[src/rtl/lc3_pkg.sv]
// rtl/lc3_pkg.sv - shared LC-3 types and constants for the fetch stage
package lc3_pkg;

   typedef logic [15:0] word_t;

   typedef enum logic [1:0] {
      IDLE  = 2'd0,
      REQ   = 2'd1,
      WAIT  = 2'd2,
      DRAIN = 2'd3
   } fetch_state_e;

   localparam word_t LC3_RESET_PC = 16'h3000;

   // Wide enough for the largest legal read latency (4).
   localparam int CNT_W = 3;
   typedef logic [CNT_W-1:0] cnt_t;

endpackage

[src/rtl/fetch_pc_reg.sv]
// rtl/fetch_pc_reg.sv - LC-3 program counter register
// Priority: reset > redirect > capture increment (16-bit wrap).
module fetch_pc_reg
   import lc3_pkg::*;
#(
   parameter word_t RESET_PC = LC3_RESET_PC
) (
   input  logic        clk_i,
   input  logic        rst_i,
   input  logic        redirect_i,
   input  logic [15:0] target_i,
   input  logic        incr_i,
   output logic [15:0] pc_o
);

   word_t pc_q;
   word_t pc_d;

   always_comb begin
      pc_d = pc_q;
      if (redirect_i) begin
         pc_d = target_i;
      end else if (incr_i) begin
         pc_d = pc_q + 16'd1;
      end
   end

   always_ff @(posedge clk_i) begin
      if (rst_i) begin
         pc_q <= RESET_PC;
      end else begin
         pc_q <= pc_d;
      end
   end

   assign pc_o = pc_q;

endmodule

[src/rtl/lc3_fetch_stage.sv]
// rtl/lc3_fetch_stage.sv - LC-3 fetch stage: PC ownership, single-outstanding reads, decode handoff
// A redirect discards the in-flight read by draining its remaining latency.
module lc3_fetch_stage
   import lc3_pkg::*;
#(
   parameter word_t RESET_PC = LC3_RESET_PC,
   parameter int    MEM_LAT  = 1
) (
   input  logic        clock,
   input  logic        reset,
   input  logic        enable_fetch,
   input  logic        br_taken,
   input  logic [15:0] taddr,
   input  logic [15:0] instrmem_dout,
   output logic        instrmem_rd,
   output logic [15:0] pc,
   output logic [15:0] instr_dout,
   output logic [15:0] npc_out,
   output logic        enable_decode
);

   localparam cnt_t LAT_C = cnt_t'(MEM_LAT);
   localparam cnt_t ONE_C = cnt_t'(1);

   fetch_state_e state_q, state_d;
   cnt_t         cnt_q, cnt_d;
   logic         capture;
   logic         rd_q;
   word_t        instr_q;
   word_t        npc_q;
   logic         dec_q;
   word_t        pc_w;

   always_comb begin
      state_d = state_q;
      cnt_d   = cnt_q;
      capture = 1'b0;
      unique case (state_q)
         IDLE: begin
            if (enable_fetch) state_d = REQ;
         end
         REQ: begin
            cnt_d   = LAT_C;
            state_d = br_taken ? DRAIN : WAIT;
         end
         WAIT: begin
            cnt_d = cnt_q - ONE_C;
            if (cnt_q == ONE_C) begin
               capture = ~br_taken;
               state_d = enable_fetch ? REQ : IDLE;
            end else if (br_taken) begin
               state_d = DRAIN;
            end
         end
         DRAIN: begin
            cnt_d = cnt_q - ONE_C;
            if (cnt_q == ONE_C) begin
               state_d = enable_fetch ? REQ : IDLE;
            end
         end
         default: begin
            state_d = IDLE;
         end
      endcase
   end

   // The read strobe is registered from the next state so it is glitch-free.
   always_ff @(posedge clock) begin
      if (reset) begin
         state_q <= IDLE;
         cnt_q   <= '0;
         rd_q    <= 1'b0;
      end else begin
         state_q <= state_d;
         cnt_q   <= cnt_d;
         rd_q    <= (state_d == REQ);
      end
   end

   always_ff @(posedge clock) begin
      if (reset) begin
         instr_q <= '0;
         npc_q   <= '0;
         dec_q   <= 1'b0;
      end else begin
         dec_q <= capture;
         if (capture) begin
            instr_q <= instrmem_dout;
            npc_q   <= pc_w + 16'd1;
         end
      end
   end

   fetch_pc_reg #(
      .RESET_PC (RESET_PC)
   ) u_pc (
      .clk_i      (clock),
      .rst_i      (reset),
      .redirect_i (br_taken),
      .target_i   (taddr),
      .incr_i     (capture),
      .pc_o       (pc_w)
   );

   assign instrmem_rd   = rd_q;
   assign pc            = pc_w;
   assign instr_dout    = instr_q;
   assign npc_out       = npc_q;
   assign enable_decode = dec_q;

endmodule

[config.mk]
export PLATFORM = sky130hd
export DESIGN_NAME = lc3_fetch_stage
export DESIGN_NICKNAME = d
export VERILOG_FILES = /design/src/rtl/lc3_pkg.sv /design/src/rtl/fetch_pc_reg.sv /design/src/rtl/lc3_fetch_stage.sv
export SDC_FILE = /design/constraint.sdc
export NUM_CORES = 1
export LEC_CHECK = 0
export CORE_UTILIZATION = 41
export CTS_CLUSTER_DIAMETER = 30
export DETAILED_ROUTE_END_ITERATION = 16
export HOLD_SLACK_MARGIN = 0.05
export PLACE_DENSITY = 0.8
export SLEW_MARGIN = 20
export SYNTH_ARGS = -nofsm -noshare
export SYNTH_HDL_FRONTEND = slang
export SYNTH_HIERARCHICAL = 1
export SYNTH_SLANG_ARGS = --single-unit
[constraint.sdc]
create_clock -name clock -period 3.45 [get_ports clock]
set_clock_uncertainty 0.2 [all_clocks]
set_input_delay 1.035 -clock clock [delete_from_list [all_inputs] [get_ports clock]]
set_output_delay 1.035 -clock clock [all_outputs]
set_load 0.05 [all_outputs]
After elaboration in Yosys (flattened, before gate mapping):

Cells that the tools add are included.

* output and inout bits: 50
* word-level logic and storage cells: 31
* input bits: 36
* bits in registers: 55

* add/sub/neg operators: 2
* muxes and demuxes: 12
* bitwise gates (word level): 1
* equality and inequality tests: 5
* reductions and logical operators: 4

Operators with widths (count)
* 16-bit two-way mux: 2
* 16-bit by 1-bit adder with 16-bit output (second input constant): 1
* 2-bit two-way mux: 4
* 2-bit case mux with 4 select lines: 1
* 3-bit case mux with 2 select lines: 1
* 2-bit by 1-bit equality test with 1-bit output (second input constant): 2
* 2-bit equality test (second input constant): 2
* 1-bit two-way mux: 4
* 2-bit nonzero test: 2
* 3-bit by 1-bit equality test with 1-bit output (second input constant): 1
* 3-bit by 1-bit subtractor with 3-bit output (second input constant): 1
* 2-bit logical NOT: 1
* 2-bit OR reduction: 1
* 1-bit inverter: 1

Longest topological paths before layout:

Gate-level depths: netlist of the first run.

* depth after elaboration: 5
* gate-level depth with buffers: 13
* mapped depth without buffers: 9

Cells and area by module:

Netlist of the first run, hierarchy kept.

Modules (own cells, without submodules)
* lc3_fetch_stage: cells each 199, sequential area each 780.7 sq um, instances 1, area each 1700.4 sq um
* fetch_pc_reg: cells each 122, sequential area each 320.3 sq um, instances 1, area each 997.2 sq um

Worst setup path before layout of the first run:

OpenSTA, ideal clock, no wires.

* kind: input to register
* start point: input br_taken
* end point: register u_pc.pc_q[5] (netlist: u_pc/pc_o[5])
* required time: 3164 ps
* path slack: 247 ps
* setup time: 86 ps
* stages: 10
* buffers on the path: 4
* data arrival time: 2918 ps
* cells stage by stage: or3_1 buf_2 inv_2 buf_6 buf_2 buf_4 nand3_4 or3_1 xor2_1 a211oi_1

* cells in the longest elaborated chain, start to end: 4
* elaborated cells on any way between the ends: 5
* those cells by class: mux (3); bitwise (1); reduce/logical (1)

Ends and longest elaborated chain
* start: declaration: line lc3_fetch_stage.sv:12 `input logic br_taken,`
* 1-bit inverter: line lc3_fetch_stage.sv:49 `capture = ~br_taken;`
* 1-bit two-way mux: line lc3_fetch_stage.sv:48 `if (cnt_q == ONE_C) begin`
* 1-bit two-way mux: line lc3_fetch_stage.sv:38 `unique case (state_q)`
* named net capture: line lc3_fetch_stage.sv:27 `logic capture;`
* 2-bit nonzero test (no source line)
* end signal: assignment: line fetch_pc_reg.sv:32 `pc_q <= pc_d;`
* end: declaration: line fetch_pc_reg.sv:16 `word_t pc_q;`

The timed path passes the listed nets, and every way through them passes these cells.
A chain may end at the register's enable or synchronous reset.

Worst setup path after layout of the first run:

* start point: register u_pc.pc_q[8] (netlist: u_pc/pc_o[8])
* end point: output pc[8]

RTL lines
* end: declaration: line lc3_fetch_stage.sv:16 `output logic [15:0] pc,`

No word-level cell between the ends.

==> results.toml, run 1 <==
[outcome]
status = "finished clean"

[clocking]
insertion_delay_ps = 310
cts_sinks = 55
cts_root_buf = "clkbuf_8"
cts_resized = 0
cts_tree = "built"
cts_buffer_depth = 2
path_clk_slew_ps = 90
cts_buffers = 5
post_cts_buffers = 0
holdBufCountCts = 0
htree_levels = 2

[floorplanning]
core_mm2 = 0.00635
die_area_mm2 = 0.00691
ios = 86
die_y_um = 83.1
rows = 29
fp.dieW_um = 83.1
start_util_pct = 42.5

[sta]
max_freq_mhz = 326
maxSlewHeadroom_pct = 65.2
setup_tns_ps = 0
hold_ws_ps = 260
fin_ws_ps = 383
drv_slew = 0
setup_viol = 0
worstMarginPinSlew_ps = 520
hold_violations = 0
period_share_pct = 88.9
period_needed_ps = 3070
rsz0062_at_grt = "false"

[worst_setup_path]
critPathTopFamily = "buffers and inverters"
crit_path_end_kind = "output pin"
crit_arrival_ps = 1830
criticalPathCategory = "reg2out"
startpoint_type = "flop"
path_cells = "clkdlybuf4s50_1"
critPathMaxFanout = 7
worst-path-buf-inv = 1
cpPeakStageDelay_ps = 910
worstPathRequired_ps = 2210
cp_slowest_cell = "clkdlybuf4s50_1"

[logic_synthesis]
seq_area_frac_synth_pct = 40.8
yosys_warnings = 6
syn_nets = 361
ys_ff_latch = 55
synth-edff-count = 0
yosysUniqueCellTypes = 45
async_flop_share_pct = 0
synth_ff_type = "dfxtp_1"
synth_area_per_cell_um2 = 8.40
synthesis.instances = 321
syn_area_mm2 = 0.00270

[final_layout]
final_cell_mix = "clkdlybuf4s50_1, dfxtp_1, nand2_1, nor2_1, a21oi_1"
drive_above_1_share_pct = 8.35
layout_commonest_cell = "clkdlybuf4s50_1"
final_cell_count_no_fill = 484
nets = 447
synthToLayoutAreaGrowth_pct = 38.7
num_antenna_cells = 0

[detailed_routing]
avgViaCountPerCell = 5.37
ant_nets = 0
drc_errors = 0
dr.pass1.iters = 4
vias = 2599
routedWlPerCell_um = 14.0
wl_um = 6780
first_iter_violations = 127

[placement]
pre_cts_slack_ps = 323
placed_cells = 477
globalplace.congestion = 0.836
post-dp-hpwl_um = 4850
io_buffers = 85

[power]
vdd_ir_drop_max_uv = 186
p_leak_uw = 0.00124
powerDensity_mw_per_mm2 = 381
power.total_uw = 1430

[grt]
grt_util_all_layers_pct = 19.8
grt_pass1_wl_um = 11300
grt.overflow.total = 0
antenna_found_initial = 0
grt_pass1_vias = 2440
grt_max_degree = 48

[run]
max_cap_violations = 0

[min_path]
hold_class = "reg2reg"
## metal layers
layer  vias up  track usage (%)  wire length [um]
met1      1186             25.8              3200
met5         -                0                 0
met3         7             5.17               463
li1       1298                -                 -
met2       108             32.5              3050
met4         0             5.02                63
## power by group
group	leakage, uW	total (uW)	switching (uW)	internal [uW]
logic	0.000738	306	177	129
clock network	0.0000502	415	203	212
registers	0.000448	706	40.2	666
## cells in the mapped netlist, types with 2 or more instances
master,instances,area (um^2)
nor3b_1,4,30.0
nor4_1,6,37.5
nand3_4,3,52.6
and4_1,2,17.5
clkbuf_1,9,33.8
or3_1,6,37.5
xor2_1,6,52.6
ha_1,4,50.1
nand4_1,8,50.1
nand2_1,54,203
nor2_1,34,128
xnor2_1,16,140
a21oi_1,30,150
a31oi_1,2,12.5
mux2i_1,4,40.0
nand3b_1,3,22.5
a211oi_1,18,135
nand3_1,7,35.0
buf_2,4,20.0
nor3_1,9,45.0
buf_6,2,22.5
buf_4,3,22.5
o221ai_1,2,17.5
dfxtp_1,55,1100
inv_1,7,26.3
o21bai_1,2,15.0
o21ai_0,3,15.0
## final timing paths
check / start / to / slack (ps) / depth (start not counted)
max: u_pc/pc_o[8]$_SDFFE_PP0P_ / pc[8] / 380 / 1
min reg2reg: instr_dout[7]$_SDFFE_PP0P_ / instr_dout[7]$_SDFFE_PP0P_ / 260 / 2
min: instr_dout[7]$_SDFFE_PP0P_ / instr_dout[7]$_SDFFE_PP0P_ / 260 / 2
max reg2reg: state_q[1]$_SDFF_PP0_ / u_pc/pc_o[5]$_SDFFE_PP0P_ / 1090 / 7
## final cells by class
type | count | area, um^2
Sequential cell | 55 | 1100
Fill cell | 576 | 2610
Multi-Input combinational cell | 238 | 1460
Clock buffer | 5 | 68.8
Inverter | 9 | 33.8
Tap cell | 77 | 96.3
Clock inverter | 2 | 37.5
Timing Repair Buffer | 98 | 943
## tightest hold or removal path: stages, from the launching register on
cell and delay [ps]:
dfxtp_1 320, nand2_1 50, a21oi_1 50
## registers in the layout, indices dropped and copies added, names as in the netlist
signal and count:
instr_dout 16, npc_out 16, u_pc/pc_o 16, cnt_q 3
state_q 2, enable_decode 1, instrmem_rd 1
## kinds of logic after synthesis
family                     count (synthesis)  share of synthesized area [%]
buffers and inverters                     28                           5.06
and+or+nand+nor                          145                           28.6
adders and majority gates                  4                           1.86
AOI/OAI and AO/OA                         62                           14.7
xor gates and xnor gates                  22                           7.14
muxes                                      5                           1.90
DFF                                       55                           40.8
## metrics by stage
| stage | util [%] | area, um^2 |
|---|---|---|
| 2_1_floorplan | - | 2700 |
| 3_3_place_gp | 57.2 | 3630 |
| 6_report | 58.9 | 3740 |
| 4_1_cts | 58.9 | 3740 |
| 5_1_grt | 58.9 | 3740 |
| 3_5_place_dp | 57.2 | 3630 |
Note: power is estimated with default switching activity, not from simulation.
==> run 2, diff against run 1 <==
Settings changed: PLACE_DENSITY 0.8 to 0.72.
Clock period 3.45 ns to 3.7 ns, I/O delays scaled along.
==> results.toml, run 2 (synthesis results as in run 1) <==
[outcome]
status = "finished clean"

[sta]
hold_violations = 0
worstMarginPinSlew_ps = 539
maxSlewHeadroom_pct = 64.0
drv_slew = 0
max_freq_mhz = 317
period_needed_ps = 3160
setup_tns_ps = 0
fin_ws_ps = 542
rsz0062_at_grt = "false"
setup_viol = 0
period_share_pct = 85.4

[clocking]
insertion_delay_ps = 310
holdBufCountCts = 0
cts_sinks = 55
cts_resized = 0
post_cts_buffers = 0
cts_root_buf = "clkbuf_8"
cts_tree = "built"
cts_buffer_depth = 2
cts_buffers = 5
path_clk_slew_ps = 100
htree_levels = 2

[detailed_routing]
dr.pass1.iters = 4
avgViaCountPerCell = 5.30
routedWlPerCell_um = 13.8
drc_errors = 0
first_iter_violations = 107
vias = 2557
ant_nets = 0
wl_um = 6670

[grt]
grt_max_degree = 48
grt_pass1_vias = 2378
grt_pass1_wl_um = 11300
antenna_found_initial = 0
grt-busiest-layer = "met2"
met1_usage_pct = 28.3
grt.overflow.total = 0
grt_util_all_layers_pct = 20.0
use_met3_pct = 4.47
use_met2_pct = 31.2

[floorplanning]
start_util_pct = 42.5
fp.dieW_um = 83.1
ios = 86
die_area_mm2 = 0.00691
die_y_um = 83.1
core_mm2 = 0.00635
rows = 29

[final_layout]
synthToLayoutAreaGrowth_pct = 37.3
layout_commonest_cell = "clkdlybuf4s50_1"
num_antenna_cells = 0
final_cell_mix = "clkdlybuf4s50_1, dfxtp_1, nand2_1, nor2_1, a21oi_1"
drive_above_1_share_pct = 7.90
nets = 444
utilization_pct = 58.3

[worst_setup_path]
path_cells = "clkdlybuf4s50_1"
cp_slowest_cell = "clkdlybuf4s50_1"
r2r_cells = 7
critPathMaxFanout = 9
startpoint_type = "flop"
criticalPathCategory = "reg2out"
r2r_slack_ps = 1150
cpPeakStageDelay_ps = 900
crit_arrival_ps = 1850
worstReg2RegEnd = "u_pc/pc_o[5]$_SDFFE_PP0P_"
worstPathRequired_ps = 2390
worst-path-buf-inv = 1
critPathTopFamily = "buffers and inverters"
r2r_start = "state_q[1]$_SDFF_PP0_"
crit_path_end_kind = "output pin"

[min_path]
min_to = "instr_dout[6]$_SDFFE_PP0P_"
hold_depth = 2
hp-start = "instr_dout[6]$_SDFFE_PP0P_"
hold_class = "reg2reg"

[run]
max_cap_violations = 0

[power]
powerDensity_mw_per_mm2 = 347
vdd_ir_drop_max_uv = 165
p_leak_uw = 0.00122

[placement]
pre_cts_slack_ps = 396
io_buffers = 85
post-dp-hpwl_um = 4680
globalplace.congestion = 0.839
==> run 2: cell count changes in the layout (fill, tap and decap cells not counted), sizes merged <==
cell,previous run,this run
buf,14,11
clkinv,1,3
bufinv,1,0
clkinvlp,1,0
inv,8,9
==> run 2: layout make-up <==
cell class | count | area [um^2]
Timing Repair Buffer | 95 | 921
Multi-Input combinational cell | 238 | 1460
Inverter | 9 | 33.8
Tap cell | 77 | 96.3
Fill cell | 594 | 2650
Clock inverter | 3 | 22.5
Sequential cell | 55 | 1100
Clock buffer | 5 | 68.8
==> run 2: how the worst max path moves through the flow <==
stage / from / end / slack (ps) / cells past startpoint
after floorplan: br_taken / u_pc/pc_o[5]$_SDFFE_PP0P_ / 420 / 10
after global placement: br_taken / u_pc/pc_o[5]$_SDFFE_PP0P_ / 440 / 7
after detailed placement: br_taken / u_pc/pc_o[15]$_SDFFE_PP0P_ / 400 / 7
after CTS: u_pc/pc_o[7]$_SDFFE_PP0P_ / pc[7] / 520 / 1
after global routing: u_pc/pc_o[7]$_SDFFE_PP0P_ / pc[7] / 490 / 1
final: u_pc/pc_o[7]$_SDFFE_PP0P_ / pc[7] / 540 / 1
==> run 2: where the power goes <==
group	switching, uW	internal (uW)	total, uW
registers	40.0	621	661
clock network	207	136	343
logic	161	119	280
==> run 2: stage by stage <==
step	instances	total power (uW)	area, um^2	hold WS, ps
2_1_floorplan	321	843	2700	272
3_3_place_gp	474	949	3610	241
3_5_place_dp	474	952	3610	246
4_1_cts	482	1300	3700	261
5_1_grt	482	1340	3700	280
6_report	482	1280	3700	258
==> run 2: routing by layer <==
metal  vias to the layer above  part of all wire, %
li1                       1298                    -
met3                         6                  6.0
met4                         0                 0.75
met5                         -                    0
met1                      1153                   50
met2                       100                   43
==> run 3, diff against run 2 <==
Settings changed: GPL_ROUTABILITY_DRIVEN set to 0.
==> results of run 3 <==
The final DEF is identical to that of run 2; final timing and power are the same.
